<file path="src/rtl/i2c_slave_regs_if.sv">
// rtl/i2c_slave_regs_if.sv - I2C slave register file bus: PHY byte handshake and local host port
interface i2c_slave_regs_if #(
   parameter int PW = 4
);
   logic          start;
   logic          stop;
   logic [7:0]    datareceive;
   logic          received;
   logic [7:0]    datasend;
   logic          sended;
   logic [PW-1:0] host_addr;
   logic [7:0]    host_wdata;
   logic          host_we;
   logic [7:0]    host_rdata;
   logic          wr_pulse;
   logic [PW-1:0] wr_addr;
   logic [PW-1:0] ptr;

   modport slave (
      input  start, stop, datareceive, received, sended, host_addr, host_wdata, host_we,
      output datasend, host_rdata, wr_pulse, wr_addr, ptr
   );

   modport master (
      output start, stop, datareceive, received, sended, host_addr, host_wdata, host_we,
      input  datasend, host_rdata, wr_pulse, wr_addr, ptr
   );
endinterface

</file>
<file path="src/rtl/i2c_slave_regs.sv">
// rtl/i2c_slave_regs.sv - I2C slave register file with auto-incrementing pointer and host port
module i2c_slave_regs #(
   parameter int NREG = 16,
   parameter int PW   = 4
) (
   input logic             clk,
   input logic             reset,
   i2c_slave_regs_if.slave bus
);
   typedef enum logic [1:0] {IDLE, GET_PTR, WRITE, READ} state_t;

   state_t        state, state_next;
   logic [7:0]    regs [NREG];
   logic [PW-1:0] ptr_r, wr_addr_r, ptr_inc;
   logic [7:0]    datasend_r, host_rdata_r;
   logic          wr_pulse_r, received_d, sended_d;
   logic          recv_edge, send_edge;
   logic          do_ptr_load, do_store, do_advance, load_cur, load_next;

   assign recv_edge = bus.received & ~received_d;
   assign send_edge = bus.sended & ~sended_d;
   assign ptr_inc   = ptr_r + PW'(1);

   // GET_PTR doubles as the first-byte flag: entering it on start is what clears it
   always_comb begin
      state_next  = state;
      do_ptr_load = 1'b0;
      do_store    = 1'b0;
      do_advance  = 1'b0;
      load_cur    = 1'b0;
      load_next   = 1'b0;
      if (bus.start) begin
         state_next = GET_PTR;
         load_cur   = 1'b1;
      end else if (bus.stop) begin
         state_next = IDLE;
      end else begin
         case (state)
            IDLE: load_cur = 1'b1;
            GET_PTR: begin
               if (recv_edge) begin
                  do_ptr_load = 1'b1;
                  state_next  = WRITE;
               end else if (send_edge) begin
                  state_next = READ;
                  do_advance = 1'b1;
                  load_next  = 1'b1;
               end
            end
            WRITE: begin
               if (recv_edge) begin
                  do_store   = 1'b1;
                  do_advance = 1'b1;
               end
            end
            READ: begin
               if (send_edge) begin
                  do_advance = 1'b1;
                  load_next  = 1'b1;
               end
            end
            default: state_next = IDLE;
         endcase
      end
   end

   always_ff @(posedge clk) begin
      if (reset) begin
         for (int i = 0; i < NREG; i++) regs[i] <= 8'h00;
         state        <= IDLE;
         ptr_r        <= '0;
         wr_addr_r    <= '0;
         datasend_r   <= 8'h00;
         host_rdata_r <= 8'h00;
         wr_pulse_r   <= 1'b0;
         received_d   <= 1'b0;
         sended_d     <= 1'b0;
      end else begin
         state        <= state_next;
         received_d   <= bus.received;
         sended_d     <= bus.sended;
         wr_pulse_r   <= do_store;
         host_rdata_r <= regs[bus.host_addr];
         // I2C store is issued last so it overrides a host write to the same index
         if (bus.host_we) regs[bus.host_addr] <= bus.host_wdata;
         if (do_store) begin
            regs[ptr_r] <= bus.datareceive;
            wr_addr_r   <= ptr_r;
         end
         if (do_ptr_load) ptr_r <= bus.datareceive[PW-1:0];
         else if (do_advance) ptr_r <= ptr_inc;
         if (load_cur) datasend_r <= regs[ptr_r];
         else if (load_next) datasend_r <= regs[ptr_inc];
      end
   end

   assign bus.datasend   = datasend_r;
   assign bus.host_rdata = host_rdata_r;
   assign bus.wr_pulse   = wr_pulse_r;
   assign bus.wr_addr    = wr_addr_r;
   assign bus.ptr        = ptr_r;
endmodule

</file>
<file path="src/flat_wrapper.sv">
// flat-port wrapper written by rule: the top's interface ports become plain ports
module i2c_slave_regs_flat 
#(
   parameter int NREG = 16,
   parameter int PW   = 4
)
  (clk, reset, bus_start, bus_stop, bus_datareceive, bus_received, bus_sended, bus_host_addr, bus_host_wdata, bus_host_we, bus_datasend, bus_host_rdata, bus_wr_pulse, bus_wr_addr, bus_ptr);
  i2c_slave_regs_if #(.PW(PW)) bus_i ();
  input logic clk;
  input logic reset;
  input wire logic [$bits(bus_i.start)-1:0] bus_start;
  input wire logic [$bits(bus_i.stop)-1:0] bus_stop;
  input wire logic [$bits(bus_i.datareceive)-1:0] bus_datareceive;
  input wire logic [$bits(bus_i.received)-1:0] bus_received;
  input wire logic [$bits(bus_i.sended)-1:0] bus_sended;
  input wire logic [$bits(bus_i.host_addr)-1:0] bus_host_addr;
  input wire logic [$bits(bus_i.host_wdata)-1:0] bus_host_wdata;
  input wire logic [$bits(bus_i.host_we)-1:0] bus_host_we;
  output wire logic [$bits(bus_i.datasend)-1:0] bus_datasend;
  output wire logic [$bits(bus_i.host_rdata)-1:0] bus_host_rdata;
  output wire logic [$bits(bus_i.wr_pulse)-1:0] bus_wr_pulse;
  output wire logic [$bits(bus_i.wr_addr)-1:0] bus_wr_addr;
  output wire logic [$bits(bus_i.ptr)-1:0] bus_ptr;
  assign bus_i.start = bus_start;
  assign bus_i.stop = bus_stop;
  assign bus_i.datareceive = bus_datareceive;
  assign bus_i.received = bus_received;
  assign bus_i.sended = bus_sended;
  assign bus_i.host_addr = bus_host_addr;
  assign bus_i.host_wdata = bus_host_wdata;
  assign bus_i.host_we = bus_host_we;
  assign bus_datasend = bus_i.datasend;
  assign bus_host_rdata = bus_i.host_rdata;
  assign bus_wr_pulse = bus_i.wr_pulse;
  assign bus_wr_addr = bus_i.wr_addr;
  assign bus_ptr = bus_i.ptr;
  i2c_slave_regs #(.NREG(NREG), .PW(PW)) u_core (.clk(clk), .reset(reset), .bus(bus_i));
endmodule
</file>
<file path="config.mk">
export PLATFORM = sky130hd
export DESIGN_NAME = i2c_slave_regs_flat
export DESIGN_NICKNAME = d
export VERILOG_FILES = /design/src/rtl/i2c_slave_regs_if.sv /design/src/rtl/i2c_slave_regs.sv /design/src/flat_wrapper.sv
export SDC_FILE = /design/constraint.sdc
export NUM_CORES = 1
export LEC_CHECK = 0
export ABC_AREA = 0
export BUFFER_PORTS_ARGS = -buffer_cell sky130_fd_sc_hd__buf_2
export CAP_MARGIN = 20
export CELL_PAD_IN_SITES_DETAIL_PLACEMENT = 2
export CELL_PAD_IN_SITES_GLOBAL_PLACEMENT = 2
export CORE_ASPECT_RATIO = 1.5
export CORE_MARGIN = 2
export CORE_UTILIZATION = 45
export CTS_BUF_LIST = sky130_fd_sc_hd__clkbuf_16
export DETAILED_ROUTE_END_ITERATION = 8
export PLACE_DENSITY_LB_ADDON = 0.1
export SLEW_MARGIN = 25
export SYNTH_ARGS = -nofsm -noshare
export SYNTH_HDL_FRONTEND = slang
export SYNTH_SLANG_ARGS = --single-unit
</file>
<file path="constraint.sdc">
create_clock -name clk -period 7.3 [get_ports clk]
set_input_delay 1.46 -clock clk [delete_from_list [all_inputs] [get_ports clk]]
set_output_delay 1.46 -clock clk [all_outputs]
set_load 0.03 [all_outputs]
</file>
### Yosys cells after proc, flatten, opt, wreduce, memory -nomap -nowiden

Memory sizes are Yosys's and may differ from the RTL's. A register that Yosys moved wholly into a read port is not among the register bits.
Cells that the tools add are included.

* register bits: 21
* memories kept: 1
* output and inout port bits: 25
* memory bits (writable): 128
* word-level logic and storage cells: 71
* input bits: 27

Memories
* u_core.regs: words 16, bits a word 8, rd ports 3, clocked after memory_dff 2, write ports 16, RTL line i2c_slave_regs.sv:13 `logic [7:0] regs [NREG];`

* reduce and logical (&&, ||, !) cells: 11
* add/subtract/negate cells: 1
* eq/ne operators: 3
* bitwise logic cells: 4
* mux-type cells: 43

Operator list (number)
* two-way mux 8 bit: 4
* two-way mux 1 bit: 29
* two-way mux 4 bit: 6
* OR reduction 8 bit: 2
* nonzero test 2 bit: 3
* adder 4 x 1 -> 4 bit (second input constant): 1
* == test 2 bit (second input constant): 2
* two-way mux 2 bit: 2
* AND reduction 2 bit: 2
* nonzero test 4 bit: 1
* case mux 1 bit (3 select lines): 1
* nonzero test 3 bit: 1
* OR reduction 3 bit: 1
* bitwise AND 1 bit: 2
* == test 2 x 1 -> 1 bit (second input constant): 1
* zero test 2 bit: 1
* inverter 1 bit: 2
* case mux 1 bit (2 select lines): 1

### Longest topological paths before layout

* word-level depth: 11
* mapped depth: 10
* gate-level depth less buffers: 6

### Least setup slack after synthesis

No wires, ideal clock.

* path kind: input to register
* start point: input port bus_start
* end point: memory u_core.regs[4][0], enable pin
* data arrival time: 2.901 ns
* setup slack: 4.070 ns
* data required time: 6.972 ns
* setup time: 0.328 ns
* stages on the path: 6
* buffers on the path: 2
* path through: clkbuf_2 > nor4b_4 > nand2_4 > buf_6 > nor4_4 > or3_1

RTL lines
* start, declared: RTL line flat_wrapper.sv:11 `input wire logic [$bits(bus_i.start)-1:0] bus_start;`
* end, declared: RTL line i2c_slave_regs.sv:13

==> flow_summary_export.csv <==
group,metric,value,unit
global_route,antenna_found_initial,1,
placement,portBuffers,51,
job,cap_violations,0,
timing,max_freq,247.7,MHz
synth,synth-edff-count,128,
setup_path,path_max_fanout,25,
power_and_ir_drop,internal_power,1.649,mW
synth,synth.largest_area_cell,"edfxtp_1",
timing,drv_slew,0,
global_route,grt_max_degree,39,
synth,avgSynthCellArea,11.02,um^2
synth,ys_top_cells_by_area,"edfxtp_1, mux4_2, nand2_1",
synth,yosys.cell_count.top_type,"nand2_1",
timing,finalCriticalPeriod,4.037,ns
setup_path,critPathKind,"in2reg",
timing,fin_crit_sh,0.5530,
timing,tightest_slew,1.046,ns
routing,first_iter_violations,1100,
floorplanning,die_y,190.9,um
run_status,status,"completed",
clock_network,clk_latency,0.46,ns
floorplanning,dieArea,0.02455,mm^2
clock_network,cts_resized,0,
global_route,top_usage_layer,"met2",
setup_path,cp.arrival,4.15,ns
floorplanning,dieWidth,128.6,um
routing,vias_per_cell,7.321,
global_route,overflow,0,
timing,fin_skew,0.01428,ns
floorplanning,core,0.02297,mm^2
global_route,grtUsageMet3,0.08004,
clock_network,cts-root-buf,"clkbuf_16",
timing,relSlewSlack,0.2994,
finish,final_nets,970,
clock_network,cts-buffers-inserted,17,
clock_network,postCtsSetupBuffers,0,
global_route,grt_pass1_wl,68150,um
synth,synthCells,951,
finish,fill_cells,2321,
finish,area_delta_synth_final,7.569,%
global_route,grt_usage,0.3999,
power_and_ir_drop,switchingPower,0.6789,mW
power_and_ir_drop,clockPowerShare,0.390,
timing,finalSetupViolations,0,
power_and_ir_drop,sw_frac_of_total,0.2916,
hold_path,hp-class,"reg2reg",
synth,synth_cell_types,47,
placement,dp_hpwl,33020,um
routing,post_drt_wl_per_cell,38.41,um
finish,final_cells,1232,
synth,synth_seq_cells,161,
finish,antennaDiodeCount,0,
floorplanning,rows,68,
routing,num_vias,9020,
synth,syn_area,0.01048,mm^2
clock_network,ctsHoldBuffers,0,
timing,final_hold_viol_count,0,
synth,synth_top_cell_area_share,0.3668,
placement,post-place-cells,1200,
synth,synth_top_flop_cell,"edfxtp_1",
timing,fin_setup_tns,0,ns
synth,yosys_warnings,0,
global_route,grt_use_met1,0.4556,
power_and_ir_drop,powerDensity,206.5,mW/mm^2
routing,dr.pass1.iters,5,
routing,routed_wl,47320,um
power_and_ir_drop,ir_worst_vdd,0.1632,mV
placement,gp_congestion,1.067,
floorplanning,num_io_pins,52,
clock_network,htreeDepth,4,
global_route,grt_use_met2,0.6514,
routing,drc,0,
timing,rsz0062_at_grt,"no",
setup_path,start_kind,"input port",
floorplanning,start_util,0.4562,
clock_network,clock-sinks,161,
power_and_ir_drop,seq_power_share,0.482,
power_and_ir_drop,leakage,3.539,nW
clock_network,clockBufferDepth,2,
synth,async_reset_ff_frac,0,
setup_path,end_kind,"flop",
synth,syn_nets,982,
finish,drive_gt1_frac,0.2216,
power_and_ir_drop,combPwrFrac,0.128,
global_route,grt_pass1_vias,9460,
clock_network,cts_tree,"done",
synth,synth_common_cells,"nand2_1, edfxtp_1, o21ai_0",
setup_path,critPathRequiredTime,7.42,ns
synth,yosysSeqAreaShare,0.4298,
routing,ant_nets,0,
clock_network,clkTransAtPathRegs,0.06,ns
==> flip-flops by register name (all words and copies together) (netlist names), named ones only <==
register / cells
u_core.bus.wr_pulse: 1
u_core.regs: 128
u_core.received_d: 1
u_core.state: 2
u_core.bus.host_rdata: 8
u_core.bus.ptr: 4
u_core.bus.wr_addr: 4
u_core.bus.datasend: 8
u_core.sended_d: 1
==> cell families after synthesis <==
group           Yosys count  synth area share
simple gates            362            0.1707
flops                   161            0.4298
mux                     130            0.2402
compound gates          177           0.09515
xor+xnor                  5          0.004178
fa+ha+maj                 4          0.004776
buf+inv                 112           0.05516
==> layer usage <==
metal | up-vias | share of wire
met4 | 0 | 0.098
met1 | 4623 | 0.33
met2 | 646 | 0.48
li1 | 3527 | -
met3 | 224 | 0.087
met5 | - | 0
==> critical path, stage by stage <==
cell and delay (ns):
buf_2 0.35, inv_1 0.44, nand4b_1 0.48, nor3_1 0.94, nor2_1 0.14, nand2_1 0.33
==> power by group through the flow <==
stage / Combinational (mW) / Clock (mW) / Sequential (mW)
global route: 0.308 / 0.937 / 1.12
CTS: 0.292 / 0.904 / 1.11
global placement: 0.275 / 0 / 1.13
floorplan: 0.181 / 0 / 1.10
detailed placement: 0.288 / 0 / 1.13
finish: 0.299 / 0.907 / 1.12
==> cells in the final DEF (no fill, tap or decap), drive strengths merged, types with 14 or more instances in the layout <==
master and n:
edfxtp 128, o21ai 130, nand3 41, dfxtp 33, inv 28, clkbuf 20, a211oi 14, nor2 41
buf 57, nand2 217, mux4 97, mux2i 31
==> per-stage QoR <==
| stage | total power, mW | utilization | hold WS, ns | cell area, um^2 | worst slack (ns) |
|---|---|---|---|---|---|
| after floorplan | 1.280 | - | 0.4722 | 10480 | 4.070 |
| after global placement | 1.404 | 0.4643 | 0.4427 | 10670 | 3.178 |
| after detailed placement | 1.421 | 0.4645 | 0.4558 | 10670 | 2.924 |
| after CTS | 2.310 | 0.4898 | 0.4648 | 11250 | 3.263 |
| after global routing | 2.362 | 0.4907 | 0.5001 | 11270 | 3.156 |
| final | 2.328 | 0.4907 | 0.4611 | 11270 | 3.263 |
==> area by class of cell <==
class	instances	area (um^2)	area share
multi-input cells	678	5444	0.4829
flip-flops and latches	161	4508	0.3999
clock buffers	20	500.5	0.04440
well taps	280	350.3	0.03108
repair buffers	57	300.3	0.02664
inverters	24	90.09	0.007991
clock inverters	12	80.08	0.007103
==> path summary, 6_finish.rpt <==
check	cells after the start	slack, ns	start	to
max	6	3.26	reset	u_core.regs[1][3]$_DFFE_PP_
min	2	0.46	u_core.bus.wr_addr[0]$_SDFFE_PP0N_	u_core.bus.wr_addr[0]$_SDFFE_PP0N_
max reg2reg	6	4.25	u_core.bus.ptr[0]$_SDFFE_PP0P_	u_core.regs[10][1]$_DFFE_PP_
min reg2reg	2	0.46	u_core.bus.wr_addr[0]$_SDFFE_PP0N_	u_core.bus.wr_addr[0]$_SDFFE_PP0N_
(Power assumes the default switching activity.)
